File: config.mk
export PLATFORM = sky130hd
export DESIGN_NAME = arbitro_n_flat
export DESIGN_NICKNAME = d
export VERILOG_FILES = /design/src/rtl/arbitro_pkg.sv /design/src/rtl/arbitro_n_if.sv /design/src/rtl/skid2.sv /design/src/rtl/arbitro_n.sv /design/src/flat_wrapper.sv
export SDC_FILE = /design/constraint.sdc
export NUM_CORES = 1
export LEC_CHECK = 0
export BUFFER_PORTS_ARGS = -buffer_cell sky130_fd_sc_hd__buf_2
export CORE_UTILIZATION = 61
export CTS_CLUSTER_DIAMETER = 60
export DETAILED_ROUTE_END_ITERATION = 8
export GPL_TIMING_DRIVEN = 1
export PLACE_DENSITY = 0.94
export SLEW_MARGIN = 5
export SYNTH_ARGS = -nofsm -noshare
export SYNTH_HDL_FRONTEND = slang
export SYNTH_SLANG_ARGS = --single-unit
File: constraint.sdc
create_clock -name clk -period 6.5 [get_ports clk]
set_input_delay 0.65 -clock clk [delete_from_list [all_inputs] [get_ports clk]]
set_output_delay 0.65 -clock clk [all_outputs]
set_load 0.03 [all_outputs]
File: src/rtl/arbitro_pkg.sv
// arbitro_pkg: shared constants and helpers for the destination arbiter
package arbitro_pkg;
  localparam int MODE_GLOBAL = 0;
  localparam int MODE_PER_DEST = 1;
  function automatic int clog2(input int n);
    int r;
    r = 0;
    while ((1 << r) < n) r = r + 1;
    return r;
  endfunction
  function automatic int dest_field(input logic [63:0] word, input int lsb, input int w);
    return int'((word >> lsb) & ((64'd1 << w) - 64'd1));
  endfunction
endpackage

File: src/rtl/arbitro_n_if.sv
// arbitro_n_if: input FIFO read side, output FIFO bank side and counter readout
interface arbitro_n_if import arbitro_pkg::*; #(
  parameter int DATA_SIZE = 12,
  parameter int NUM_CH = 4,
  parameter int CNT_W = 5
);
  localparam int SEL_W = clog2(NUM_CH);
  logic [DATA_SIZE-1:0] data_in;
  logic valid;
  logic fifo_empty;
  logic [NUM_CH-1:0] almost_full;
  logic [SEL_W-1:0] cnt_sel;
  logic pop;
  logic [DATA_SIZE-1:0] data_out;
  logic [NUM_CH-1:0] push;
  logic [CNT_W-1:0] cnt_out;
  logic [CNT_W-1:0] drop_cnt;
  logic idle;
  modport master (
    input data_in, valid, fifo_empty, almost_full, cnt_sel,
    output pop, data_out, push, cnt_out, drop_cnt, idle
  );
  modport slave (
    output data_in, valid, fifo_empty, almost_full, cnt_sel,
    input pop, data_out, push, cnt_out, drop_cnt, idle
  );
endinterface

File: src/rtl/skid2.sv
// skid2: two-entry in-order buffer; write at tail, read from head in the same edge
module skid2 #(
  parameter int DATA_SIZE = 12
) (
  input  logic clk,
  input  logic reset_L,
  input  logic wr_i,
  input  logic [DATA_SIZE-1:0] wdata_i,
  input  logic rd_i,
  output logic [1:0] occ_o,
  output logic [DATA_SIZE-1:0] head_o
);
  logic [1:0] occ_q, occ_d;
  logic [DATA_SIZE-1:0] e0_q, e0_d, e1_q, e1_d;
  // next occupancy; entry 0 is always the head, entry 1 the word behind it
  always_comb begin
    occ_d = occ_q + 2'(wr_i) - 2'(rd_i);
    e0_d = rd_i ? (occ_q[1] ? e1_q : wdata_i) : ((occ_q == 2'd0) ? wdata_i : e0_q);
    e1_d = (occ_q == (rd_i ? 2'd2 : 2'd1)) ? wdata_i : e1_q;
  end
  // state update; reset flushes anything buffered
  always_ff @(posedge clk) begin
    if (!reset_L) begin
      occ_q <= '0;
      e0_q <= '0;
      e1_q <= '0;
    end else begin
      occ_q <= occ_d;
      e0_q <= e0_d;
      e1_q <= e1_d;
    end
  end
  assign occ_o = occ_q;
  assign head_o = e0_q;
endmodule

File: src/rtl/arbitro_n.sv
// arbitro_n: routes input FIFO words to NUM_CH output FIFOs by destination field
module arbitro_n import arbitro_pkg::*; #(
  parameter int DATA_SIZE = 12,
  parameter int NUM_CH = 4,
  parameter int DEST_LSB = 8,
  parameter int DEST_W = 2,
  parameter int MODE = MODE_PER_DEST,
  parameter int CNT_W = 5
) (
  input logic clk,
  input logic reset_L,
  arbitro_n_if.master bus
);
  localparam int SEL_W = clog2(NUM_CH);
  localparam int DN = 1 << DEST_W;
  typedef logic [DN-1:0] dn_t;
  typedef logic [NUM_CH-1:0] ch_t;
  logic [1:0] occ;
  logic [DATA_SIZE-1:0] head;
  logic [DEST_W-1:0] dest;
  dn_t af_ext;
  logic out_rng, blocked, drop, deliver, drain;
  ch_t push_q, push_d;
  logic [DATA_SIZE-1:0] data_q;
  logic [CNT_W-1:0] cnt_q [NUM_CH];
  logic [CNT_W-1:0] cnt_out_q, drop_q;
  skid2 #(.DATA_SIZE(DATA_SIZE)) u_skid (
    .clk(clk),
    .reset_L(reset_L),
    .wr_i(bus.valid),
    .wdata_i(bus.data_in),
    .rd_i(drain),
    .occ_o(occ),
    .head_o(head)
  );
  // head disposition: drop out-of-range, hold when blocked, otherwise deliver
  always_comb begin
    dest = DEST_W'(dest_field(64'(head), DEST_LSB, DEST_W));
    af_ext = dn_t'(bus.almost_full);
    out_rng = int'(dest) >= NUM_CH;
    blocked = (MODE == MODE_GLOBAL) ? |bus.almost_full : af_ext[dest];
    drop = (occ != 2'd0) & out_rng;
    deliver = (occ != 2'd0) & ~out_rng & ~blocked;
    drain = drop | deliver;
    push_d = deliver ? ch_t'(dn_t'(1) << dest) : '0;
  end
  // pop only when the word it fetches is sure to find a free slot
  assign bus.pop = reset_L & ~bus.fifo_empty & ((3'(occ) + 3'(bus.valid)) <= (3'(drain) + 3'd1));
  // output registers and wrapping delivery/drop counters
  always_ff @(posedge clk) begin
    if (!reset_L) begin
      push_q <= '0;
      data_q <= '0;
      cnt_q <= '{default: '0};
      cnt_out_q <= '0;
      drop_q <= '0;
    end else begin
      push_q <= push_d;
      if (deliver) begin
        data_q <= head;
        cnt_q[SEL_W'(dest)] <= cnt_q[SEL_W'(dest)] + CNT_W'(1);
      end
      if (drop) drop_q <= drop_q + CNT_W'(1);
      cnt_out_q <= (int'(bus.cnt_sel) < NUM_CH) ? cnt_q[bus.cnt_sel] : '0;
    end
  end
  assign bus.push = push_q;
  assign bus.data_out = data_q;
  assign bus.cnt_out = cnt_out_q;
  assign bus.drop_cnt = drop_q;
  assign bus.idle = (occ == 2'd0) & ~bus.valid & bus.fifo_empty;
endmodule

File: src/flat_wrapper.sv
// flat-port wrapper written by rule: the top's interface ports become plain ports
module arbitro_n_flat import arbitro_pkg::*;
#(
  parameter int DATA_SIZE = 12,
  parameter int NUM_CH = 4,
  parameter int DEST_LSB = 8,
  parameter int DEST_W = 2,
  parameter int MODE = MODE_PER_DEST,
  parameter int CNT_W = 5
)
  (clk, reset_L, bus_data_in, bus_valid, bus_fifo_empty, bus_almost_full, bus_cnt_sel, bus_pop, bus_data_out, bus_push, bus_cnt_out, bus_drop_cnt, bus_idle);
  arbitro_n_if #(.DATA_SIZE(DATA_SIZE), .NUM_CH(NUM_CH), .CNT_W(CNT_W)) bus_i ();
  input logic clk;
  input logic reset_L;
  input wire logic [$bits(bus_i.data_in)-1:0] bus_data_in;
  input wire logic [$bits(bus_i.valid)-1:0] bus_valid;
  input wire logic [$bits(bus_i.fifo_empty)-1:0] bus_fifo_empty;
  input wire logic [$bits(bus_i.almost_full)-1:0] bus_almost_full;
  input wire logic [$bits(bus_i.cnt_sel)-1:0] bus_cnt_sel;
  output wire logic [$bits(bus_i.pop)-1:0] bus_pop;
  output wire logic [$bits(bus_i.data_out)-1:0] bus_data_out;
  output wire logic [$bits(bus_i.push)-1:0] bus_push;
  output wire logic [$bits(bus_i.cnt_out)-1:0] bus_cnt_out;
  output wire logic [$bits(bus_i.drop_cnt)-1:0] bus_drop_cnt;
  output wire logic [$bits(bus_i.idle)-1:0] bus_idle;
  assign bus_i.data_in = bus_data_in;
  assign bus_i.valid = bus_valid;
  assign bus_i.fifo_empty = bus_fifo_empty;
  assign bus_i.almost_full = bus_almost_full;
  assign bus_i.cnt_sel = bus_cnt_sel;
  assign bus_pop = bus_i.pop;
  assign bus_data_out = bus_i.data_out;
  assign bus_push = bus_i.push;
  assign bus_cnt_out = bus_i.cnt_out;
  assign bus_drop_cnt = bus_i.drop_cnt;
  assign bus_idle = bus_i.idle;
  arbitro_n #(.DATA_SIZE(DATA_SIZE), .NUM_CH(NUM_CH), .DEST_LSB(DEST_LSB), .DEST_W(DEST_W), .MODE(MODE), .CNT_W(CNT_W)) u_core (.clk(clk), .reset_L(reset_L), .bus(bus_i));
endmodule
# == Yosys cells after proc, flatten, opt, wreduce, memory -nomap -nowiden ==
# Index checks and enable logic that the tools add are counted.
# totals
regBits,67
input_bits,22
out_inout_bits,28
elab_cells,52
# classes
n_addsub,5
magnitude_cmp,5
eq_ne,1
shift,1
n_mux,15
bitwise,10
reduce_logical,5
# op_table
operator,count
two-way mux 12 bit,3
two-way mux 5 bit,5
binary-select mux 5 bit (select 2 bit),2
bitwise mux 20 bit,1
demux 5 bit (select 2 bit),1
greater-or-equal comparator 3 bit (second input constant),2
NOT 2 -> 3 bit,2
adder 5 x 1 -> 5 bit (second input constant),1
AND 1 bit,5
nonzero test 2 bit,2
<< shifter 1 x 2 -> 4 bit (first input constant),1
adder 2 x 1 -> 3 bit,1
<= comparator 3 bit,1
less-than comparator 2 x 3 -> 1 bit (second input constant),1
less-than comparator 3 x 1 -> 1 bit (second input constant),1
NOT 1 bit,3
adder 1 x 1 -> 2 bit (second input constant),1
adder 2 x 1 -> 2 bit,1
binary-select mux 1 bit (select 2 bit),1
== test 2 bit,1
logical NOT 2 bit,1
two-way mux 2 bit,1
AND reduction 2 bit,1
subtractor 2 x 1 -> 2 bit,1
2 further kinds,2

# == Logic depth before layout (Yosys ltp) ==
# Gate-level depths: netlist (run 1).
# depth
depth_word,7
mapped_depth,10
ltp_nobuf,8

# == By module ==
# Synthesis (run 1) repeated with hierarchy kept, for this count alone.
# unflattened
hier_cells,288
area_unflattened_um2,3096.7
# modules_own_cells
mod,n_inst,cells_each,area_each_um2,seq_area_each_um2
arbitro_n,1,170,1970.6,820.8
skid2,1,118,1126.1,520.5

# == Worst setup path before layout (run 1) ==
# No wires, ideal clock.
# synth_timing
path_kind,input to output
startpoint,in bus_almost_full[3]
endpoint,out bus_pop
t_arrival_ns,2.691
required_ns,5.850
setup_slack_ns,3.159
stages,8
path_buffers,1
cell_sequence,mux4_2 > nor2_4 > inv_1 > buf_2 > fa_1 > nor3b_1 > o21ai_0 > and3b_1
# synth_via
elab_chain_cells,7
# synth_rtl
element,line,text
from (decl),flat_wrapper.sv:18,input wire logic [$bits(bus_i.almost_full)-1:0] bus_almost_full;
binary-select mux 1 bit (select 2 bit),arbitro_n.sv:41,blocked = (MODE == MODE_GLOBAL) ? |bus.almost_full : af_ext[dest];
two-way mux 1 bit (not written as such),arbitro_n.sv:41,
NOT 1 bit,arbitro_n.sv:43,deliver = (occ != 2'd0) & ~out_rng & ~blocked;
AND 1 bit,arbitro_n.sv:43,
adder 1 x 1 -> 2 bit,arbitro_n.sv:48,assign bus.pop = reset_L & ~bus.fifo_empty & ((3'(occ) + 3'(bus.valid)) <= (3'(drain) + 3'd1));
<= comparator 3 bit,arbitro_n.sv:48,
AND 1 bit,arbitro_n.sv:48,
to (decl),flat_wrapper.sv:20,output wire logic [$bits(bus_i.pop)-1:0] bus_pop;
# No other way between the ends. The select of a mux whose other input is x is not followed.

# == Worst setup path in the final report (run 1) ==
# layout_timing
startpoint,reg u_core.u_skid.e0_q[8] (netlist: u_core.u_skid.head_o[8])
endpoint,out bus_pop
# layout_via
elab_chain_cells,7
# layout_rtl
element,line,text
from (decl),skid2.sv:14,"logic [DATA_SIZE-1:0] e0_q, e0_d, e1_q, e1_d;"
from (signal assigned),skid2.sv:25,e0_q <= '0;
from (signal assigned),skid2.sv:29,e0_q <= e0_d;
binary-select mux 1 bit (select 2 bit),arbitro_n.sv:41,
two-way mux 1 bit (not written as such),arbitro_n.sv:41,
NOT 1 bit,arbitro_n.sv:43,
AND 1 bit,arbitro_n.sv:43,
adder 1 x 1 -> 2 bit,arbitro_n.sv:48,
<= comparator 3 bit,arbitro_n.sv:48,
AND 1 bit,arbitro_n.sv:48,
# No other way between the ends. The select of a mux whose other input is x is not followed.

==> flow_summary.json, run 1 <==
{
  "outcome": "finished, final reports clean",
  "drt_iter0_drc": 324,
  "post_cts_resized": 0,
  "yosys_warnings": 0,
  "ys.flop_type": "dfxtp_1",
  "ys_ff_latch": 67,
  "dp_hpwl_mm": 4.91,
  "path_cells": "mux4_2 -> nor2_4 -> inv_1 -> fa_1 -> nor3b_1 -> o21ai_0 -> and3b_1 -> buf_2",
  "wl_per_cell_um": 16.1,
  "cpMaxStageDelayCell": "dfxtp_1",
  "postPlaceCellArea_um2": 3480,
  "vdd_drop_max_uv": 228,
  "r2r_start": "u_core.u_skid.head_o[8]$_SDFFE_PN0P_",
  "power.net_switching_uw": 584,
  "cts.sinks": 67,
  "synth.avg_cell_area_um2": 9.03,
  "setup-tns-final_ns": 0,
  "hp-start": "u_core.bus.data_out[10]$_SDFFE_PN0N_",
  "syn_to_final_growth_pct": 10.6,
  "yosys.area.top_type_share_pct": 40.2,
  "grt_pass1_wl_mm": 12.7,
  "numCtsBuffers": 9,
  "yosysSeqAreaShare_pct": 40.2,
  "antenna_found_initial": 0,
  "num_antenna_cells": 0,
  "cp.required_ns": 5.85,
  "relSlewSlack_pct": 32.4,
  "cts_tree": "done",
  "post_cts_buffers": 0,
  "fin_ws_ns": 2.23,
  "drive_above_1_share_pct": 24.8,
  "worstPathBufferInverterCount": 2,
  "synthTopCellsByArea": "dfxtp_1 (40%), nand2_1 (7.5%), mux4_2 (6.7%)",
  "fmax_mhz": 234,
  "h-tree-depth": 3,
  "crit_fanout": 16,
  "routed_wl_mm": 7.59,
  "gr-usage-all-layers_pct": 28.0,
  "synth_top_area_cell": "dfxtp_1",
  "hold_buffers": 0,
  "critPathLaunchType": "flop",
  "clk_path_buf_depth": 2,
  "ant_nets": 0,
  "finClkSkew_ns": 0.0104,
  "overflow": 0,
  "vias": 2857,
  "period_share_pct": 65.6,
  "worstSkewPairLatency_ns": 0.34,
  "port_buffers": 44,
  "grt_pass1_vias": 2648,
  "instances_no_fill": 473,
  "core_um2": 5200,
  "gp_congestion": 0.858,
  "yosysUniqueCellTypes": 45,
  "start_util_pct": 64.2,
  "clk_pin_slew_ns": 0.07,
  "finalInstanceArea_um2": 3690,
  "crit_start": "u_core.u_skid.head_o[8]$_SDFFE_PN0P_",
  "dp_slack_ns": 2.60,
  "rsz0062_at_grt": "false",
  "pwr-share-clk_pct": 24.4,
  "finalCriticalPeriod_ns": 4.27,
  "dp_cells": 457,
  "rows": 26,
  "root_buffer": "clkbuf_8",
  "worstSetupPathType": "flop to output pin",
  "worstMarginPinSlew_ns": 1.01,
  "power_density_nw_per_um2": 405,
  "p_comb_share_pct": 37.4,
  "p_leak_uw": 0.00145,
  "max_cap_violations": 0,
  "design.die.area_um2": 5770,
  "critPathArrivalTime_ns": 3.62,
  "dieWidth_um": 76.0,
  "power_uw": 1500,
  "synth.cell_area_um2": 3340,
  "drcViolationCount": 0,
  "p_seq_share_pct": 38.2,
  "swShare_pct": 39.0,
  "syn-instance-count": 370,
  "first_pass_iters": 4,
  "cpLargestDelayFamily": "flip-flops",
  "viasPerCell": 6.04,
  "maxSlewViolCount": 0,
  "hp-class": "flop to flop",
  "nets": 427,
  "critPathMaxStageDelay_ns": 0.76,
  "postSynth.asyncResetShare_pct": 0,
  "setup_viol": 0,
  "hold_viol": 0,
  "synth_edf_count": 0,
  "synthTopCellsByCount": "dfxtp_1 (67), nand2_1 (67), nor2_1 (26)",
  "crit_path_end_kind": "output pin",
  "nFillCells": 367,
  "grt_start_max_net_pins": 66,
  "die_y_um": 76.0,
  "intPower_uw": 913,
  "ios": 50
}
[path summary, 6_finish.rpt]
check,to,slack [ns],cells after the start
hold reg to reg,u_core.bus.data_out[10]$_SDFFE_PN0N_,0.46,2
hold / removal,u_core.bus.data_out[10]$_SDFFE_PN0N_,0.46,2
setup / recovery,bus_pop,2.23,8
setup reg to reg,u_core.u_skid.e1_q[0]$_SDFFE_PN0N_,3.00,6
[per-layer routing]
metal / GRT usage (%) / wire length, µm
met4: 13.7 / 174
met2: 45.8 / 3740
met1: 35.9 / 3110
met5: 0 / 0
met3: 5.15 / 568
[flip-flops by register name, indices dropped and copies added, names as in the netlist]
signal,count
u_core.cnt_q,20
u_core.bus.push,4
u_core.u_skid.e1_q,12
u_core.bus.data_out,12
u_core.u_skid.occ_o,2
u_core.bus.cnt_out,5
u_core.u_skid.head_o,12
[area by class of cell]
type | count | area [µm²] | share of cell area, %
clock buffer | 13 | 169 | 4.57
multi-input combinational | 271 | 1810 | 48.9
clock inverter | 3 | 45.0 | 1.22
timing repair buffer | 45 | 228 | 6.17
sequential | 67 | 1340 | 36.3
tap | 70 | 87.6 | 2.37
inverter | 4 | 15.0 | 0.407
[cells in the final DEF (no fill, tap or decap), types with 2 or more instances in the layout]
master | netlist | routed
nand2b_1 | 4 | 4
or2_2 | 12 | 12
nand2_1 | 67 | 67
a31oi_1 | 12 | 12
mux4_2 | 10 | 10
nor3_1 | 3 | 3
mux2i_1 | 3 | 3
and2_1 | 13 | 13
o221ai_1 | 2 | 2
nor3b_1 | 2 | 2
or3_1 | 8 | 8
conb_1 | 1 | 5
a21oi_1 | 16 | 16
o221ai_2 | 10 | 10
nor2b_1 | 3 | 3
clkinvlp_4 | 0 | 2
a21boi_1 | 9 | 9
xnor2_1 | 8 | 8
ha_1 | 6 | 6
nor2_1 | 26 | 26
buf_2 | 6 | 44
dfxtp_1 | 67 | 67
a21boi_0 | 11 | 11
nand3_1 | 2 | 2
clkbuf_8 | 0 | 12
inv_1 | 4 | 4
o21ai_0 | 22 | 22
[worst reg2reg max path, cell delays in order (launching register included)]
cell	delay [ns]
dfxtp_1	0.76
mux4_2	0.71
nor2_4	0.33
ha_1	0.47
a21oi_2	0.75
o221ai_1	0.26
nor2_1	0.15
[power by group through the flow]
stage / Sequential (µW) / Clock, µW / Combinational (µW)
after CTS: 569 / 365 / 555
after global placement: 570 / 0 / 522
after global routing: 581 / 381 / 621
final: 572 / 365 / 560
after detailed placement: 576 / 0 / 547
after floorplan: 563 / 0 / 470
[through the flow]
| step | utilization (%) | hold WS (ns) |
|---|---|---|
| after floorplan | - | 0.428 |
| after global placement | 66.8 | 0.441 |
| after detailed placement | 66.8 | 0.452 |
| after CTS | 70.9 | 0.461 |
| after global routing | 70.9 | 0.478 |
| final | 70.9 | 0.458 |
[kinds of logic (layout without fill, tap and decap cells)]
logic type	after synthesis	after routing	synth area share (%)
adder cells (fa/ha/maj)	7	7	2.85
AND/OR/NAND/NOR	150	150	21.9
flip-flops	67	67	40.2
AO/OA/AOI/OAI	86	86	18.5
XOR/XNOR	9	9	2.36
other	1	5	0.112
multiplexers	14	14	7.98
buffers and inverters	36	65	6.18
Note: power is estimated with default switching activity, not from simulation.
==> run 2, diff against run 1 <==
--- a/config.mk
+++ b/config.mk
@@ -6,11 +6,11 @@
 export NUM_CORES = 1
 export LEC_CHECK = 0
 export BUFFER_PORTS_ARGS = -buffer_cell sky130_fd_sc_hd__buf_2
-export CORE_UTILIZATION = 61
+export CORE_UTILIZATION = 51
 export CTS_CLUSTER_DIAMETER = 60
 export DETAILED_ROUTE_END_ITERATION = 8
 export GPL_TIMING_DRIVEN = 1
-export PLACE_DENSITY = 0.94
+export PLACE_DENSITY = 0.84
 export SLEW_MARGIN = 5
 export SYNTH_ARGS = -nofsm -noshare
 export SYNTH_HDL_FRONTEND = slang
==> constraint.sdc (replaced) <==
create_clock -name clk -period 3.5 [get_ports clk]
set_input_delay 0.35 -clock clk [delete_from_list [all_inputs] [get_ports clk]]
set_output_delay 0.35 -clock clk [all_outputs]
set_load 0.03 [all_outputs]
==> run 2 against run 1 <==
Effect of this change:
- the run now ends with design-rule violations left
- global-route usage shrank 6.4 points
- first-iteration DRC count decreased by 51%
- clock power grew 57%
- clock skew is 0.00053 ns lower
- count of clock-buffer cells in the layout grew 1
- critical endpoint unchanged
==> flow_summary.json, run 2 (synthesis gave the netlist of run 1 again) <==
{
  "overflow": 0,
  "clk_path_buf_depth": 2,
  "ios": 50,
  "grt_start_max_net_pins": 39,
  "worstSetupPathType": "flop to output pin",
  "grt_pass1_vias": 2456,
  "hp-class": "input pin to flop",
  "hp-start": "bus_data_in[0]",
  "power.net_switching_uw": 1060,
  "finClkSkew_ns": 0.00984,
  "crit_path_end_kind": "output pin",
  "worstMarginPinSlew_ns": 0.790,
  "vias": 2711,
  "clk_pin_slew_ns": 0.07,
  "dp_slack_ns": 0.577,
  "maxSlewViolCount": 0,
  "syn_to_final_growth_pct": 10.9,
  "max_cap_violations": 0,
  "gr-usage-all-layers_pct": 21.6,
  "critPathLaunchType": "flop",
  "worstPathBufferInverterCount": 2,
  "num_antenna_cells": 0,
  "finalInstanceArea_um2": 3700,
  "routed_wl_mm": 7.13,
  "r2r_start": "u_core.u_skid.head_o[8]$_SDFFE_PN0P_",
  "crit_fanout": 14,
  "port_buffers": 44,
  "dp_hpwl_mm": 4.73,
  "grt_pass1_wl_mm": 11.8,
  "hold_viol": 0,
  "nFillCells": 539,
  "post_cts_resized": 0,
  "fmax_mhz": 313,
  "vdd_drop_max_uv": 606,
  "cpMaxStageDelayCell": "mux4_2",
  "final_cell_mix": "nand2_1 (67), dfxtp_1 (67), buf_2 (44)",
  "antenna_found_initial": 0,
  "critPathArrivalTime_ns": 2.85,
  "drive_above_1_share_pct": 25.4,
  "path_cells": "mux4_2 -> nor2_4 -> inv_1 -> fa_1 -> nor3b_1 -> o21ai_0 -> and3b_1 -> buf_2",
  "ant_nets": 0,
  "die_y_um": 82.9,
  "period_share_pct": 91.4,
  "nets": 433,
  "worstSkewPairLatency_ns": 0.34,
  "post_cts_buffers": 0,
  "rows": 29,
  "violations": "design-rule violations",
  "pwr-share-clk_pct": 21.3,
  "p_comb_share_pct": 41.3,
  "drcViolationCount": 2,
  "gp_congestion": 0.761,
  "seqCellArea_um2": 1340,
  "crit_start": "u_core.u_skid.head_o[8]$_SDFFE_PN0P_",
  "outcome": "complete, but fails checks",
  "multi_input_area_um2": 1810,
  "p_seq_share_pct": 37.4,
  "start_util_pct": 52.6,
  "setup_viol": 0,
  "dieWidth_um": 82.9,
  "critPathMaxStageDelay_ns": 0.64,
  "p_leak_uw": 0.00147,
  "numCtsBuffers": 9,
  "setup-tns-final_ns": 0,
  "postPlaceCellArea_um2": 3530,
  "hold_buffers": 0,
  "cts.sinks": 67,
  "first_pass_iters": 7,
  "root_buffer": "clkbuf_8",
  "swShare_pct": 39.3,
  "largest_register": "u_core.cnt_q",
  "cts_tree": "done",
  "rsz0062_at_grt": "false",
  "fin_ws_ns": 0.301,
  "cpLargestDelayFamily": "multiplexers",
  "intPower_uw": 1630,
  "h-tree-depth": 3,
  "design.die.area_um2": 6880,
  "finalCriticalPeriod_ns": 3.20,
  "largest_register_ffs": 20,
  "drt_iter0_drc": 158,
  "relSlewSlack_pct": 47.3,
  "wl_per_cell_um": 14.7,
  "core_um2": 6350,
  "viasPerCell": 5.58,
  "cp.required_ns": 3.15,
  "power_density_nw_per_um2": 726
}
[run 2: worst reg2reg max path, stage by stage (launching register included)]
cell and delay, ns:
dfxtp_1 0.36, mux4_2 0.64, nor2_4 0.15, buf_4 0.20
ha_1 0.46, inv_1 0.14, ha_1 0.22, xnor2_1 0.13
xnor2_1 0.12, and2_1 0.15
[run 2: power by group through the flow]
stage	clock network [µW]	registers, µW	logic (µW)
6_report	573	1010	1110
5_1_grt	613	1020	1230
4_1_cts	579	1000	1110
3_5_place_dp	0	1020	1100
3_3_place_gp	0	1010	1070
2_1_floorplan	0	1050	873
[run 2: stage by stage]
step | cells | hold slack, ns | total power [µW] | utilization [%]
after global routing | 486 | 0.285 | 2860 | 58.3
after floorplan | 374 | 0.428 | 1920 | -
final | 486 | 0.287 | 2690 | 58.3
after CTS | 486 | 0.282 | 2700 | 58.3
after detailed placement | 470 | 0.452 | 2120 | 55.6
after global placement | 470 | 0.440 | 2080 | 55.6
[run 2: worst paths after layout]
kind,end,cells past startpoint,slack [ns]
worst min-delay path,u_core.u_skid.head_o[0]$_SDFFE_PN0P_,3,0.29
worst max register to register,u_core.u_skid.occ_o[1]$_SDFF_PN0_,9,0.84
worst max-delay path,bus_pop,8,0.30
worst min register to register,u_core.bus.data_out[6]$_SDFFE_PN0N_,2,0.46
[run 2: layout make-up]
type | count | area share (%)
inverters | 4 | 0.405
multi-input cells | 271 | 48.8
flip-flops and latches | 67 | 36.2
repair buffers | 51 | 7.36
well taps | 77 | 2.60
clock inverters | 2 | 0.270
clock buffers | 14 | 4.39
[run 2: metal layers]
| layer | wire length, µm | share of wire, % | global-route usage, % |
|---|---|---|---|
| met1 | 3290 | 46 | 29.5 |
| met2 | 3290 | 46 | 33.0 |
| met3 | 436 | 6.1 | 5.07 |
| met4 | 114 | 1.6 | 8.78 |
| met5 | 0 | 0 | 0 |
==> run 3, diff against run 2 <==
--- a/config.mk
+++ b/config.mk
@@ -6,11 +6,12 @@
 export NUM_CORES = 1
 export LEC_CHECK = 0
 export BUFFER_PORTS_ARGS = -buffer_cell sky130_fd_sc_hd__buf_2
-export CORE_UTILIZATION = 51
+export CORE_UTILIZATION = 53
+export CTS_BUF_LIST = sky130_fd_sc_hd__clkbuf_4 sky130_fd_sc_hd__clkbuf_8
 export CTS_CLUSTER_DIAMETER = 60
 export DETAILED_ROUTE_END_ITERATION = 8
 export GPL_TIMING_DRIVEN = 1
-export PLACE_DENSITY = 0.84
+export PLACE_DENSITY = 0.87
 export SLEW_MARGIN = 5
 export SYNTH_ARGS = -nofsm -noshare
 export SYNTH_HDL_FRONTEND = slang
==> run 3 against run 2 <==
Effect of this change:
- the run now ends clean
- sequential cell count unchanged
- first-iteration DRC count up 4.4%
- count of clock-buffer cells in the layout decreased by 5
- largest power group unchanged
- highest routed layer unchanged
==> flow_summary.json, run 3 (synthesis gave the netlist of run 1 again) <==
{
  "final_cell_mix": "nand2_1 (67), dfxtp_1 (67), buf_2 (44)",
  "setup_viol": 0,
  "fin_util_pct": 62.9,
  "ios": 50,
  "hold_viol": 0,
  "largest_register": "u_core.cnt_q",
  "overflow": 0,
  "vdd_drop_max_uv": 438,
  "gr-usage-all-layers_pct": 24.8,
  "outcome": "finished, final reports clean",
  "critPathArrivalTime_ns": 2.87,
  "worstSetupPathType": "flop to output pin",
  "worstSkewPairLatency_ns": 0.35,
  "dp_slack_ns": 0.531,
  "p_leak_uw": 0.00150,
  "worstMarginPinSlew_ns": 0.773,
  "h-tree-depth": 3,
  "gp_congestion": 0.888,
  "critPathMaxStageDelay_ns": 0.62,
  "die_y_um": 81.4,
  "fin_ws_ns": 0.277,
  "post_cts_resized": 0,
  "clk_pin_slew_ns": 0.07,
  "power_density_nw_per_um2": 774,
  "worstPathBufferInverterCount": 2,
  "rsz0062_at_grt": "false",
  "period_share_pct": 92.1,
  "routed_wl_mm": 7.48,
  "relSlewSlack_pct": 48.5,
  "post_cts_buffers": 0,
  "cts_tree": "done",
  "nFillCells": 483,
  "finClkSkew_ns": 0.00898,
  "setup-tns-final_ns": 0,
  "design.die.area_um2": 6620,
  "hold_buffers": 0,
  "grt_pass1_wl_mm": 12.2,
  "dieWidth_um": 81.4,
  "max_cap_violations": 0,
  "numCtsBuffers": 9,
  "cts.sinks": 67,
  "port_buffers": 44,
  "multi_input_area_um2": 1810,
  "maxSlewViolCount": 0,
  "core_um2": 5990,
  "root_buffer": "clkbuf_8",
  "dp_hpwl_mm": 5.06,
  "clk_path_buf_depth": 2,
  "hp-class": "input pin to flop",
  "seqCellArea_um2": 1340,
  "wl_per_cell_um": 15.5,
  "finalCriticalPeriod_ns": 3.22,
  "cpMaxStageDelayCell": "mux4_2",
  "largest_register_ffs": 20,
  "drcViolationCount": 0,
  "num_antenna_cells": 0,
  "drt_iter0_drc": 165,
  "ant_nets": 0,
  "grt_pass1_vias": 2627,
  "crit_path_end_kind": "output pin",
  "vias": 2795,
  "start_util_pct": 55.7,
  "first_pass_iters": 5,
  "crit_fanout": 14,
  "path_cells": "mux4_2 -> nor2_4 -> inv_1 -> fa_1 -> nor3b_1 -> o21ai_0 -> and3b_1 -> buf_2",
  "cp.required_ns": 3.15,
  "drive_above_1_share_pct": 26.2,
  "nets": 433,
  "grt_start_max_net_pins": 38,
  "rows": 28,
  "syn_to_final_growth_pct": 12.9,
  "antenna_found_initial": 0,
  "whs_ns": 0.285,
  "critPathLaunchType": "flop",
  "fmax_mhz": 310,
  "cpLargestDelayFamily": "multiplexers",
  "viasPerCell": 5.77
}
## run 3: final timing paths
path                                                      startpoint                                   end  slack, ns  cells after the start
worst min-delay path                                  bus_data_in[0]  u_core.u_skid.head_o[0]$_SDFFE_PN0P_       0.29                      3
worst max register to register  u_core.u_skid.head_o[8]$_SDFFE_PN0P_    u_core.u_skid.e1_q[4]$_SDFFE_PN0N_       0.74                      8
worst max-delay path            u_core.u_skid.head_o[8]$_SDFFE_PN0P_                               bus_pop       0.28                      8
worst min register to register  u_core.bus.data_out[10]$_SDFFE_PN0N_  u_core.bus.data_out[10]$_SDFFE_PN0N_       0.46                      2
## run 3: tightest hold or removal path: cells and delay by family
kind / cells / cell delay, ns
buffers and inverters: 1 / 0.11
AND/OR/NAND/NOR: 1 / 0.05
AO/OA/AOI/OAI: 1 / 0.07
## run 3: layout make-up
cell class / instances / area share, %
multi-input cells: 271 / 47.9
flip-flops and latches: 67 / 35.6
repair buffers: 51 / 7.24
clock buffers: 9 / 3.29
clock inverters: 7 / 3.09
well taps: 75 / 2.49
inverters: 4 / 0.398
## run 3: per-stage QoR
stage	cell area (µm²)	power, µW	std cells
global placement	3530	2080	468
detailed placement	3530	2140	468
CTS	3770	2920	484
global route	3770	3110	484
floorplan	3350	1920	374
finish	3770	2920	484
## run 3: where the power goes
group | total [µW] | internal [µW] | switching [µW]
Clock | 774 | 471 | 302
Sequential | 1000 | 903 | 100
Combinational | 1140 | 438 | 704
Total | 2920 | 1810 | 1110
## run 3: layer usage
layer  routed length (µm)  track usage [%]  part of all wire [%]
met1                 3260             30.8                    44
met2                 3650             40.3                    49
met3                  422             6.97                   5.6
met4                  155             10.0                   2.1
met5                    0                0                     0
